==> src/rtl/serial_disp_rx_if.sv <==
// ---------------------------------------------------------------------------
// serial_disp_rx_if
//
// Purpose:
//   Bundles the four lines of the board's serial display/LED shift-out
//   protocol so the serializer side and the loopback receiver share one
//   definition of the bus.
//
// Signals:
//   s_clk   serial shift clock, data is taken on its rising edge
//   s_din   serial data
//   s_clrn  active-low clear of the shift chain
//   s_pen   latch enable, rising edge moves the chain to the outputs
//
// Modports:
//   master  drives the bus (serializer or testbench)
//   slave   observes the bus (serial_disp_rx)
// ---------------------------------------------------------------------------
interface serial_disp_rx_if;
    logic s_clk;
    logic s_din;
    logic s_clrn;
    logic s_pen;

    modport master (
        output s_clk,
        output s_din,
        output s_clrn,
        output s_pen
    );

    modport slave (
        input s_clk,
        input s_din,
        input s_clrn,
        input s_pen
    );
endinterface

==> src/rtl/serial_disp_rx.sv <==
// ---------------------------------------------------------------------------
// serial_disp_rx
//
// Purpose:
//   Loopback monitor for the serial display/LED shift-out stream. Rebuilds
//   the parallel frame that the on-board shift-register chain would hold,
//   so the design can compare what it shifted out with what it meant to
//   show. Reports good frames and frames latched with the wrong length.
//   All serial inputs are asynchronous to clk.
//
// Parameters:
//   FRAME_BITS  bits per frame (64 for seven-segment, 16 for LEDs)
//   CNT_W       bit counter width, 2**CNT_W must exceed FRAME_BITS+1
//
// Ports:
//   clk          system clock
//   rst          synchronous active-high reset
//   ser          serial bus (slave modport): s_clk, s_din, s_clrn, s_pen
//   frame_data   last good latched frame, first bit sent in the MSB
//   frame_valid  one-cycle pulse when frame_data updates
//   frame_err    one-cycle pulse when a latch sees the wrong bit count
//   bit_cnt      bits shifted since last latch/clear, saturating
//   frame_total  number of good frames, wrapping
//
// Build option:
//   SERIAL_DISP_RX_GLITCH_FILTER_EN  when defined, s_clk and s_pen levels
//   must be stable for 3 synchronized samples before being accepted, and
//   s_din is delayed to match (2 extra clk of latency).
// ---------------------------------------------------------------------------
module serial_disp_rx #(
    parameter int FRAME_BITS = 64,
    parameter int CNT_W      = 8
) (
    input  logic                  clk,
    input  logic                  rst,
    serial_disp_rx_if.slave       ser,
    output logic [FRAME_BITS-1:0] frame_data,
    output logic                  frame_valid,
    output logic                  frame_err,
    output logic [CNT_W-1:0]      bit_cnt,
    output logic [15:0]           frame_total
);

    localparam logic [CNT_W-1:0] CNT_FULL = CNT_W'(FRAME_BITS);
    localparam logic [CNT_W-1:0] CNT_MAX  = CNT_W'(FRAME_BITS + 1);

    // Two-flop synchronizers, index 1 is the usable synchronized level.
    logic [1:0] clk_sync;
    logic [1:0] din_sync;
    logic [1:0] clrn_sync;
    logic [1:0] pen_sync;

    logic shift_evt;
    logic pen_evt;
    logic din_bit;
    logic clr_act;

    logic [FRAME_BITS-1:0] shift_reg;
    logic                  latch_pend;

    // Clear and PEN synchronizers come out of reset at their idle-high
    // level so a PEN pin held low does not look like an edge afterwards.
    always_ff @(posedge clk) begin
        if (rst) begin
            clk_sync  <= 2'b00;
            din_sync  <= 2'b00;
            clrn_sync <= 2'b11;
            pen_sync  <= 2'b11;
        end else begin
            clk_sync  <= {clk_sync[0], ser.s_clk};
            din_sync  <= {din_sync[0], ser.s_din};
            clrn_sync <= {clrn_sync[0], ser.s_clrn};
            pen_sync  <= {pen_sync[0], ser.s_pen};
        end
    end

`ifdef SERIAL_DISP_RX_GLITCH_FILTER_EN
    // Two more samples of each synchronized level; together with the
    // current synchronized value they form a 3-sample stability window.
    // The accepted level only moves when all three samples agree, and an
    // edge is reported in the cycle the window first agrees on a new
    // level. s_din goes through the same two stages to stay aligned.
    logic [1:0] clk_hist;
    logic [1:0] pen_hist;
    logic [1:0] din_hist;
    logic       clk_lvl;
    logic       pen_lvl;

    always_ff @(posedge clk) begin
        if (rst) begin
            clk_hist <= 2'b00;
            pen_hist <= 2'b11;
            din_hist <= 2'b00;
            clk_lvl  <= 1'b0;
            pen_lvl  <= 1'b1;
        end else begin
            clk_hist <= {clk_hist[0], clk_sync[1]};
            pen_hist <= {pen_hist[0], pen_sync[1]};
            din_hist <= {din_hist[0], din_sync[1]};
            if (clk_sync[1] && (&clk_hist)) begin
                clk_lvl <= 1'b1;
            end else if (!clk_sync[1] && !(|clk_hist)) begin
                clk_lvl <= 1'b0;
            end
            if (pen_sync[1] && (&pen_hist)) begin
                pen_lvl <= 1'b1;
            end else if (!pen_sync[1] && !(|pen_hist)) begin
                pen_lvl <= 1'b0;
            end
        end
    end

    assign shift_evt = clk_sync[1] & (&clk_hist) & ~clk_lvl;
    assign pen_evt   = pen_sync[1] & (&pen_hist) & ~pen_lvl;
    assign din_bit   = din_hist[1];
`else
    // Previous synchronized level for rising-edge detection. PEN history
    // starts high to match its synchronizer reset value.
    logic clk_prev;
    logic pen_prev;

    always_ff @(posedge clk) begin
        if (rst) begin
            clk_prev <= 1'b0;
            pen_prev <= 1'b1;
        end else begin
            clk_prev <= clk_sync[1];
            pen_prev <= pen_sync[1];
        end
    end

    assign shift_evt = clk_sync[1] & ~clk_prev;
    assign pen_evt   = pen_sync[1] & ~pen_prev;
    assign din_bit   = din_sync[1];
`endif

    assign clr_act = ~clrn_sync[1];

    // Shift chain, bit counter and latch. A PEN edge is registered into
    // latch_pend first, so a shift detected in the same cycle as the PEN
    // edge has already landed in shift_reg/bit_cnt when the latch decision
    // is made. An active clear forces the latch to see a count of zero.
    // A shift arriving exactly on the latch cycle starts the next frame.
    always_ff @(posedge clk) begin
        if (rst) begin
            shift_reg   <= '0;
            bit_cnt     <= '0;
            latch_pend  <= 1'b0;
            frame_data  <= '0;
            frame_valid <= 1'b0;
            frame_err   <= 1'b0;
            frame_total <= 16'd0;
        end else begin
            frame_valid <= 1'b0;
            frame_err   <= 1'b0;
            latch_pend  <= pen_evt;

            if (clr_act) begin
                shift_reg <= '0;
            end else if (shift_evt) begin
                shift_reg <= {shift_reg[FRAME_BITS-2:0], din_bit};
            end

            if (clr_act) begin
                bit_cnt <= '0;
            end else if (latch_pend) begin
                bit_cnt <= shift_evt ? CNT_W'(1) : '0;
            end else if (shift_evt && (bit_cnt != CNT_MAX)) begin
                bit_cnt <= bit_cnt + CNT_W'(1);
            end

            if (latch_pend) begin
                if (!clr_act && (bit_cnt == CNT_FULL)) begin
                    frame_data  <= shift_reg;
                    frame_valid <= 1'b1;
                    frame_total <= frame_total + 16'd1;
                end else begin
                    frame_err <= 1'b1;
                end
            end
        end
    end

endmodule

==> src/flat_wrapper.sv <==
// flat-port wrapper written by rule: the top's interface ports become plain ports
module serial_disp_rx_flat 
#(
    parameter int FRAME_BITS = 64,
    parameter int CNT_W      = 8
)
  (clk, rst, frame_data, frame_valid, frame_err, bit_cnt, frame_total, ser_s_clk, ser_s_din, ser_s_clrn, ser_s_pen);
  serial_disp_rx_if ser_i ();
  input  logic clk;
  input  logic rst;
  output logic [FRAME_BITS-1:0] frame_data;
  output logic frame_valid;
  output logic frame_err;
  output logic [CNT_W-1:0] bit_cnt;
  output logic [15:0] frame_total;
  input wire logic [$bits(ser_i.s_clk)-1:0] ser_s_clk;
  input wire logic [$bits(ser_i.s_din)-1:0] ser_s_din;
  input wire logic [$bits(ser_i.s_clrn)-1:0] ser_s_clrn;
  input wire logic [$bits(ser_i.s_pen)-1:0] ser_s_pen;
  assign ser_i.s_clk = ser_s_clk;
  assign ser_i.s_din = ser_s_din;
  assign ser_i.s_clrn = ser_s_clrn;
  assign ser_i.s_pen = ser_s_pen;
  serial_disp_rx #(.FRAME_BITS(FRAME_BITS), .CNT_W(CNT_W)) u_core (.clk(clk), .rst(rst), .ser(ser_i), .frame_data(frame_data), .frame_valid(frame_valid), .frame_err(frame_err), .bit_cnt(bit_cnt), .frame_total(frame_total));
endmodule
==> config.mk <==
export PLATFORM = sky130hd
export DESIGN_NAME = serial_disp_rx_flat
export DESIGN_NICKNAME = d
export VERILOG_FILES = /design/src/rtl/serial_disp_rx_if.sv /design/src/rtl/serial_disp_rx.sv /design/src/flat_wrapper.sv
export SDC_FILE = /design/constraint.sdc
export NUM_CORES = 1
export LEC_CHECK = 0
export ABC_AREA = 0
export BUFFER_PORTS_ARGS = -buffer_cell sky130_fd_sc_hd__buf_2
export CORE_ASPECT_RATIO = 1.2
export CORE_MARGIN = 1.5
export CORE_UTILIZATION = 45
export DETAILED_ROUTE_END_ITERATION = 8
export PLACE_DENSITY = 0.66
export SLEW_MARGIN = 20
export SYNTH_ARGS = -nofsm -noshare
export SYNTH_HDL_FRONTEND = slang
export SYNTH_SLANG_ARGS = --single-unit
==> constraint.sdc <==
create_clock -name clk -period 2.2 [get_ports clk]
set_clock_uncertainty 0.15 [all_clocks]
set_input_delay 0.33 -clock clk [delete_from_list [all_inputs] [get_ports clk]]
set_output_delay 0.33 -clock clk [all_outputs]
set_load 0.05 [all_outputs]
==> reports/metrics.yaml <==
post-route-period-util: 0.971
grt_max_degree: 94
ys.flop_type: "dfxtp_1"
path_cells: "or4_4 > or3_4 > or4_1 > a21oi_2"
start_util: 0.463
synthDistinctLibCells: 35
critPathKind: "reg2reg"
fin_hold_ws_ps: 141
stdcell_area_um2: 7220
ys_seq_elements: 165
cp_data_required_time_ps: 2390
cts_tree: "yes"
cp_slowest_cell: "or4_4"
cp-end-kind: "flip-flop"
place_hpwl_um: 7710
fin_setup_tns_ps: 0
rsz0062_at_grt: "no"
layout.cells.non_filler: 987
grt_pass1_vias: 4631
wl_per_cell_um: 12.5
status: "finished clean"
syn_nets: 735
cts_root_buf: "clkbuf_16"
first_iter_violations: 232
dr_total_vias: 4980
nets: 820
placed_area_um2: 6550
start_kind: "flip-flop"
fill_cells: 1209
p_leak_nw: 2.68
drc: 0
netlist.area_leader.share: 0.560
tightest_slew_ps: 505
die_w_um: 107
pre_cts_ws_ps: 45.5
slew_violations: 0
yosys_warnings: 0
synth.most_common_cell: "nand2_1"
fin_ws_ps: 64.5
hold_viol: 0
gp_congestion: 0.818
drt.antenna.violating_nets: 0
synth_common_cells: "265 x nand2_1, 165 x dfxtp_1, 143 x a21oi_1"
antenna_cells: 0
avgSynthCellArea_um2: 8.13
worstPathMaxFanout: 11
syn_area_um2: 5900
area_growth_pct: 22.5
drive_gt1_frac: 0.194
critPathTopFamily: "simple AND/OR/NAND/NOR gates"
clk_latency_ps: 410
cts.path.max_buffers: 2
setup_violations: 0
io_buffers: 95
core_area_um2: 12700
synth_edf_count: 0
track_usage: 0.187
grt_antenna_before_repair: 0
yosysSeqAreaShare: 0.560
period_needed_ps: 2140
critPathArrivalTime_ps: 2330
io_pins: 96
final_core_util: 0.568
grt-ovfl-total: 0
viasPerCell: 5.05
grt_pass1_wl_um: 20900
postRouteWirelength_um: 12300
clock.fmax_mhz: 468
hold_class: "in2reg"
cp_num_buf_inv: 0
fp-row-count: 45
cap_violations: 0
firstDrtPassIters: 4
clk_pin_slew_worst_paths_ps: 60
syn_inst: 725
relSlewSlack: 0.661
ys_top_cells_by_area: "dfxtp_1 56%, nand2_1 17%, a21oi_1 12%, clkbuf_1 2.6%, o31ai_1 0.89%"
die_h_um: 128
post-place-cells: 950
htree_levels: 4
p_per_area_nw_per_um2: 855
numClockSinks: 165
ir_worst_vdd_v: 0.000400
die_area_um2: 13800
synthArstFlopShare: 0
post-synth-top-area-cell: "dfxtp_1"
cts_made_buffers: 17
p_total_mw: 6.17
cp_slowest_stage_delay_ps: 530
[per-layer routing]
layer	vias to the layer above	wire, um	global-route usage
met5	-	0	0
li1	2560	-	-
met2	95	6130	0.321
met3	13	427	0.0441
met1	2312	5610	0.226
met4	0	157	0.0743
[path summary, 6_finish.rpt]
path	cells after the start	startpoint	endpoint	slack [ps]
min	3	rst	u_core.bit_cnt[0]	140
max	4	u_core.bit_cnt[2]	u_core.frame_total[15]	60
min reg2reg	1	u_core.pen_prev	u_core.latch_pend	260
max reg2reg	4	u_core.bit_cnt[2]	u_core.frame_total[15]	60
[worst register-to-register path, delay by kind of cell, from the launching register on]
kind	cells	cell delay [ps]
AOI/OAI and AO/OA	1	130
and+or+nand+nor	3	1430
DFF	1	360
[cells in the final DEF, fill, tap and decap left out, types with 7 or more instances in the layout]
cell type,count
nand2_1,265
dfxtp_1,159
a21oi_1,142
buf_2,95
clkbuf_16,17
buf_4,13
nor2_1,10
nand3_1,8
nand4_1,7
o31ai_1,7
or4_1,7
[what timing repair did]
item,CTS,global route
endpoints found under the setup margin,0,7
hold buffers,4,0
setup buffers,0,1
resized for setup,0,1
hold endpoints to repair,4,0
[layout make-up]
cell class	instances	area, um^2	area share
Sequential cell	165	3320	0.459
Multi-Input combinational cell	507	2400	0.332
Timing Repair Buffer	115	673	0.0932
Clock buffer	22	474	0.0656
Tap cell	164	205	0.0284
Clock inverter	10	145	0.0201
Inverter	4	15.0	0.00208
[power breakdown]
group          internal (mW)  total [mW]  switching (mW)  leakage, nW
Clock                   1.89        3.05            1.16        0.297
Combinational         0.0330       0.127          0.0945         1.05
Sequential              2.99        3.00         0.00499         1.33
Total                   4.91        6.17            1.26         2.68
[cell families (layout without fill, tap and decap cells)]
| kind of cell | after synthesis | after routing | synth area share |
|---|---|---|---|
| adders and majority gates | 4 | 4 | 0.00849 |
| AOI/OAI and AO/OA | 159 | 159 | 0.139 |
| muxes | 1 | 1 | 0.00170 |
| xor gates and xnor gates | 8 | 8 | 0.0119 |
| and+or+nand+nor | 335 | 335 | 0.242 |
| buffers and inverters | 53 | 151 | 0.0363 |
| DFF | 165 | 165 | 0.560 |
Power figures use the tool's default switching activity.
